**config.mk**
```make
export PLATFORM = sky130hd
export DESIGN_NAME = sseg_display_arbiter
export DESIGN_NICKNAME = d
export VERILOG_FILES = /design/src/rtl/sseg_display_arbiter.sv
export SDC_FILE = /design/constraint.sdc
export NUM_CORES = 1
export LEC_CHECK = 0
export BUFFER_PORTS_ARGS = -buffer_cell sky130_fd_sc_hd__buf_4
export CORE_MARGIN = 4
export CORE_UTILIZATION = 30
export CTS_BUF_LIST = sky130_fd_sc_hd__clkbuf_8
export DETAILED_ROUTE_END_ITERATION = 16
export GPL_TIMING_DRIVEN = 0
export SLEW_MARGIN = 5
export SYNTH_ARGS = -nofsm -noshare
export SYNTH_HDL_FRONTEND = slang
export SYNTH_SLANG_ARGS = --single-unit
```
**constraint.sdc**
```tcl
create_clock -name i_clk -period 3.28 [get_ports i_clk]
set_clock_uncertainty 0.05 [all_clocks]
set_input_delay 0.164 -clock i_clk [delete_from_list [all_inputs] [get_ports i_clk]]
set_output_delay 0.164 -clock i_clk [all_outputs]
set_load 0.01 [all_outputs]
```
**src/rtl/sseg_display_arbiter.sv**
```systemverilog
// Round-robin, time-sliced arbiter that shares one 4-digit seven-segment
// display between NUM_REQ requesters. The current owner's active-low
// pattern is registered onto o_pattern_n. The display is blanked while no
// requester holds a grant.
module sseg_display_arbiter #(
  parameter int NUM_REQ     = 4,
  parameter int TICK_N      = 20,
  parameter int SLICE_TICKS = 100
) (
  input  logic                  i_clk,
  input  logic                  i_reset_n,
  input  logic [NUM_REQ-1:0]    i_req,
  input  logic [32*NUM_REQ-1:0] i_pattern_n,
  output logic [NUM_REQ-1:0]    o_grant,
  output logic [31:0]           o_pattern_n,
  output logic                  o_active
);

  localparam int IW = $clog2(NUM_REQ);
  localparam int SW = $clog2(SLICE_TICKS + 1);

  localparam logic [SW-1:0]      SLICE_MAX = SW'(SLICE_TICKS);
  localparam logic [IW-1:0]      LAST_RST  = IW'(NUM_REQ - 1);
  localparam logic [NUM_REQ-1:0] ONE       = NUM_REQ'(1);
  localparam logic [31:0]        BLANK     = 32'hFFFF_FFFF;

  typedef enum logic {
    ST_IDLE  = 1'b0,
    ST_GRANT = 1'b1
  } state_e;

  logic [TICK_N-1:0]        presc_q;
  logic                     tick;
  state_e                   state_q, state_d;
  logic [IW-1:0]            last_q, last_d;
  logic [SW-1:0]            slice_q, slice_d;
  logic [NUM_REQ-1:0]       grant_d;
  logic [31:0]              pattern_d;
  logic [NUM_REQ-1:0]       others;
  logic [IW:0]              pick;
  logic [NUM_REQ-1:0][31:0] pat_arr;

  // Round-robin search: first set bit of req, starting at base+1 and
  // wrapping. Result is {found, index}.
  function automatic logic [IW:0] rr_pick(input logic [NUM_REQ-1:0] req,
                                          input logic [IW-1:0]      base);
    logic          found;
    logic [IW-1:0] win;
    logic [IW-1:0] cand;
    found = 1'b0;
    win   = '0;
    for (int i = 1; i <= NUM_REQ; i++) begin
      cand = IW'((int'(base) + i) % NUM_REQ);
      if (!found && req[cand]) begin
        found = 1'b1;
        win   = cand;
      end
    end
    return {found, win};
  endfunction

  // Requester k's pattern is simply lane k of the flattened bus.
  assign pat_arr = i_pattern_n;

  // The prescaler only yields an enable; no derived clock exists.
  assign tick = &presc_q;

  // Competing requests, i.e. everyone except the current owner.
  assign others = i_req & ~(ONE << last_q);

  // Free-running slice prescaler; tick marks the edge where it wraps to 0.
  always_ff @(posedge i_clk or negedge i_reset_n) begin
    if (!i_reset_n) begin
      presc_q <= '0;
    end else begin
      // NOTE: sequential state is always assigned with <= so every flop
      // samples the pre-edge value of every other flop.
      presc_q <= presc_q + 1'b1;
    end
  end

  // Next-state, next-grant and next-pattern decision.
  always_comb begin
    // NOTE: every output of this block gets a default first, so no path
    // leaves a variable unassigned and no latch is inferred.
    state_d   = state_q;
    grant_d   = o_grant;
    last_d    = last_q;
    slice_d   = slice_q;
    pattern_d = o_pattern_n;
    pick      = '0;
    case (state_q)
      ST_IDLE: begin
        pattern_d = BLANK;
        grant_d   = '0;
        pick      = rr_pick(i_req, last_q);
        if (pick[IW]) begin
          state_d = ST_GRANT;
          grant_d = ONE << pick[IW-1:0];
          last_d  = pick[IW-1:0];
          slice_d = '0;
        end
      end
      ST_GRANT: begin
        pick = rr_pick(others, last_q);
        if (!i_req[last_q]) begin
          // Release takes priority over preemption; re-arbitrate from IDLE.
          state_d   = ST_IDLE;
          grant_d   = '0;
          pattern_d = BLANK;
          slice_d   = '0;
        end else if (slice_q == SLICE_MAX && pick[IW]) begin
          // Direct handoff to the next waiting requester, no blank cycle.
          grant_d   = ONE << pick[IW-1:0];
          last_d    = pick[IW-1:0];
          pattern_d = pat_arr[pick[IW-1:0]];
          slice_d   = '0;
        end else begin
          pattern_d = pat_arr[last_q];
          if (tick && slice_q != SLICE_MAX) begin
            slice_d = slice_q + 1'b1;
          end
        end
      end
      default: begin
        state_d = ST_IDLE;
      end
    endcase
  end

  // Arbiter state and registered outputs; reset blanks the display.
  always_ff @(posedge i_clk or negedge i_reset_n) begin
    if (!i_reset_n) begin
      state_q     <= ST_IDLE;
      last_q      <= LAST_RST;
      slice_q     <= '0;
      o_grant     <= '0;
      o_pattern_n <= BLANK;
      o_active    <= 1'b0;
    end else begin
      state_q     <= state_d;
      last_q      <= last_d;
      slice_q     <= slice_d;
      o_grant     <= grant_d;
      o_pattern_n <= pattern_d;
      o_active    <= |grant_d;
    end
  end

endmodule

```
==> flow_metrics.tcl <==
set metrics [dict create \
    drt_wl_total_um 19600 \
    multi_input_area_sq_um 3240 \
    finalMaxSlewViolations 0 \
    io_pins 171 \
    rr_endpoint "o_pattern_n[17]" \
    placementRows 47 \
    irDropWorstVdd_mv 0.617 \
    grt_pass1_wl_um 31000 \
    hold_end "o_pattern_n[13]" \
    die_w_um 140 \
    crit_path_end_kind "flop" \
    port_buffers 167 \
    arrival_ns 3.31 \
    crit_type "reg -> reg" \
    fin_tns_setup_ns 0 \
    antenna_found_initial 0 \
    grt_pass1_vias 5736 \
    cap_viol_max_count 0 \
    seqPwrFrac 0.203 \
    dieArea_sq_um 19500 \
    required_ns 3.46 \
    gp_congestion 0.880 \
    yosysWarnings 0 \
    clock_latency_ns 0.36 \
    ys_dominant_reg_cell "dfstp_2" \
    p_per_area_nw_per_um2 904 \
    max_slew_margin 0.410 \
    finalWorstSetupSlack_ns 0.147 \
    root_buffer "clkbuf_8" \
    via_per_inst 5.79 \
    cts.path.max_buffers 2 \
    syn_inst 526 \
    hold_viol 0 \
    swShare 0.473 \
    cts_tree "built" \
    crit_slowest_cell "dfstp_2" \
    cts.clk_slew.worst_paths_ns 0.08 \
    wl_per_cell_um 21.1 \
    crit_path_start_kind "flop" \
    cts.sinks 67 \
    hold_class "in -> reg" \
    finish.utilization 0.418 \
    seq_area_frac_synth 0.331 \
    drtAntennaViolNets 0 \
    reg2regPathDepth 12 \
    crit_fanout 10 \
    power_switching_uw 2990 \
    synth.avg_cell_area_sq_um 9.88 \
    regArea_sq_um 1720 \
    fmax_ghz 0.319 \
    timing.rr.start "last_q[0]" \
    pwr-share-clk 0.097 \
    hold_start "i_pattern_n[13]" \
    grt_max_degree 68 \
    drc 0 \
    nNetsFinal 847 \
    start_util 0.310 \
    nFillCells 1679 \
    rsz0062_at_grt "no" \
    synth_seq_cells 67 \
    htree_num_levels 3 \
    num_vias 5386 \
    crit_chain "buf_6 -> buf_6 -> inv_1 -> ha_1 -> buf_4 -> mux2_2 -> a311oi_4 -> buf_4 -> a21oi_4 -> clkbuf_2 -> a211oi_1 -> o31ai_1" \
    place_ws_ns -0.540 \
    synthArstFlopShare 1.00 \
    n_antenna_cell 0 \
    crit_path_max_incr_delay_ns 0.57 \
    r2r_slack_ns 0.15 \
    comb_power_share 0.700 \
    track_usage 0.197 \
    hold_depth 3 \
    p_leak_uw 0.00307 \
    dr.pass1.iters 7 \
    synth_edf_count 0 \
    status "finished, final reports clean" \
    synth_area_sq_um 5200 \
    drt_iter0_drc 484 \
    setup_viol 0 \
    cts_buffers 9 \
    syn_nets 667 \
    period_share 0.955 \
    finalCriticalPeriod_ns 3.13 \
    worst_slew_pin_slew_ns 0.886 \
    grt.overflow.total 0 \
    drive_gt1_frac 0.423 \
    ys_types 47 \
    core_sq_um 16800 \
    p_int_uw 3330 \
    areaGrowthSynthToFinish_pct 34.7 \
    dp_hpwl_um 14500 \
    die_h_um 140 \
]
## sequential cells by signal, summed over array words and instances, names as in the netlist
name / cells
presc_q: 20
slice_q: 7
o_grant: 4
o_pattern_n: 32
last_q: 2
state_q: 1
o_active: 1
## power groups by stage
| stage | Clock, uW | Sequential, uW | Combinational (uW) |
|---|---|---|---|
| 5_1_grt | 670 | 1310 | 4750 |
| 3_5_place_dp | 0 | 1290 | 4190 |
| 6_report | 613 | 1280 | 4430 |
| 4_1_cts | 632 | 1290 | 4280 |
| 3_3_place_gp | 0 | 1300 | 4120 |
| 2_1_floorplan | 0 | 1360 | 2710 |
## metrics by stage
step           cell area (sq um)  std cells  hold WS [ns]  power (uW)
2_1_floorplan               5200        526        -0.182        4070
3_3_place_gp                6730        913         0.298        5420
3_5_place_dp                6730        913         0.306        5480
4_1_cts                     6950        930         0.104        6200
5_1_grt                     7000        931         0.116        6730
6_report                    7000        931         0.128        6330
## synth_stat cells, types with 8 or more instances
master	count	share of area
and3_1	71	0.085
a211oi_1	67	0.097
a21oi_1	39	0.038
clkbuf_1	36	0.026
mux4_2	36	0.16
dfstp_2	34	0.17
o31ai_1	34	0.049
dfrtp_1	33	0.16
nand2_1	20	0.014
buf_2	17	0.016
nor2_1	15	0.011
xnor2_1	12	0.020
xor2_1	11	0.019
nand4_1	10	0.012
inv_1	9	0.0065
nand3_1	8	0.0077
## cells by family after synthesis
| family | share of synthesized area |
|---|---|
| AOI/OAI and AO/OA | 0.222 |
| xor gates and xnor gates | 0.0387 |
| adders and majority gates | 0.0168 |
| buffers and inverters | 0.0539 |
| DFF | 0.331 |
| muxes | 0.176 |
| and+or+nand+nor | 0.162 |
## how the worst max path moves through the flow
stage	endpoint	cells after the start	from
2_1_floorplan	slice_q[4]	12	last_q[0]
3_3_place_gp	o_pattern_n[24]	10	last_q[1]
3_5_place_dp	o_pattern_n[24]	10	last_q[1]
4_1_cts	o_pattern_n[17]	12	last_q[0]
5_1_grt	slice_q[5]	12	last_q[0]
6_report	o_pattern_n[17]	12	last_q[0]
## critical path, delay by kind of cell, from the launching register on
kind	cells	cell delay (ns)
compound gates	4	0.75
flops	1	0.57
fa+ha+maj	1	0.32
buf+inv	6	1.05
mux	1	0.25
## layer usage
| metal | track usage | wire (um) |
|---|---|---|
| met4 | 0.0688 | 460 |
| met5 | 0 | 0 |
| met2 | 0.323 | 9430 |
| met3 | 0.0511 | 1620 |
| met1 | 0.252 | 8120 |
## final cells by class
type,count,share of cell area
well taps,220,0.0393
flip-flops and latches,67,0.245
clock inverters,6,0.00375
plain buffers,56,0.0411
clock buffers,10,0.0197
repair buffers,169,0.182
inverters,11,0.00607
multi-input cells,392,0.463
## what timing repair did
action / in CTS / in global routing
pin swaps: 0 / 2
cloned: 0 / 0
resized for setup: 20 / 25
hold buffers: 1 / 0
setup endpoints to repair: 36 / 38
setup buffers: 0 / 1
hold endpoints to repair: 33 / 0
## cells in the final DEF (no fill, tap or decap), types with 6 or more instances in the layout
master    synthesis  layout
mux4_2           36      36
clkbuf_8          0      10
nand4_1          10      10
xnor2_1          12      12
xor2_1           11      11
o31ai_1          34      31
ha_1              7       7
a211oi_1         67      67
buf_2            17      13
and3_1           71      71
dfrtp_1          33      33
mux2i_1           6       6
inv_1             9      12
clkbuf_2          0      13
nand2b_1          6       6
a21oi_1          39      38
buf_4             0     171
clkbuf_1         36      21
nand2_1          20      20
nand3_1           8       8
nor2_1           15      15
dfstp_2          34      34
No activity file was read; power rests on OpenSTA's default activity.
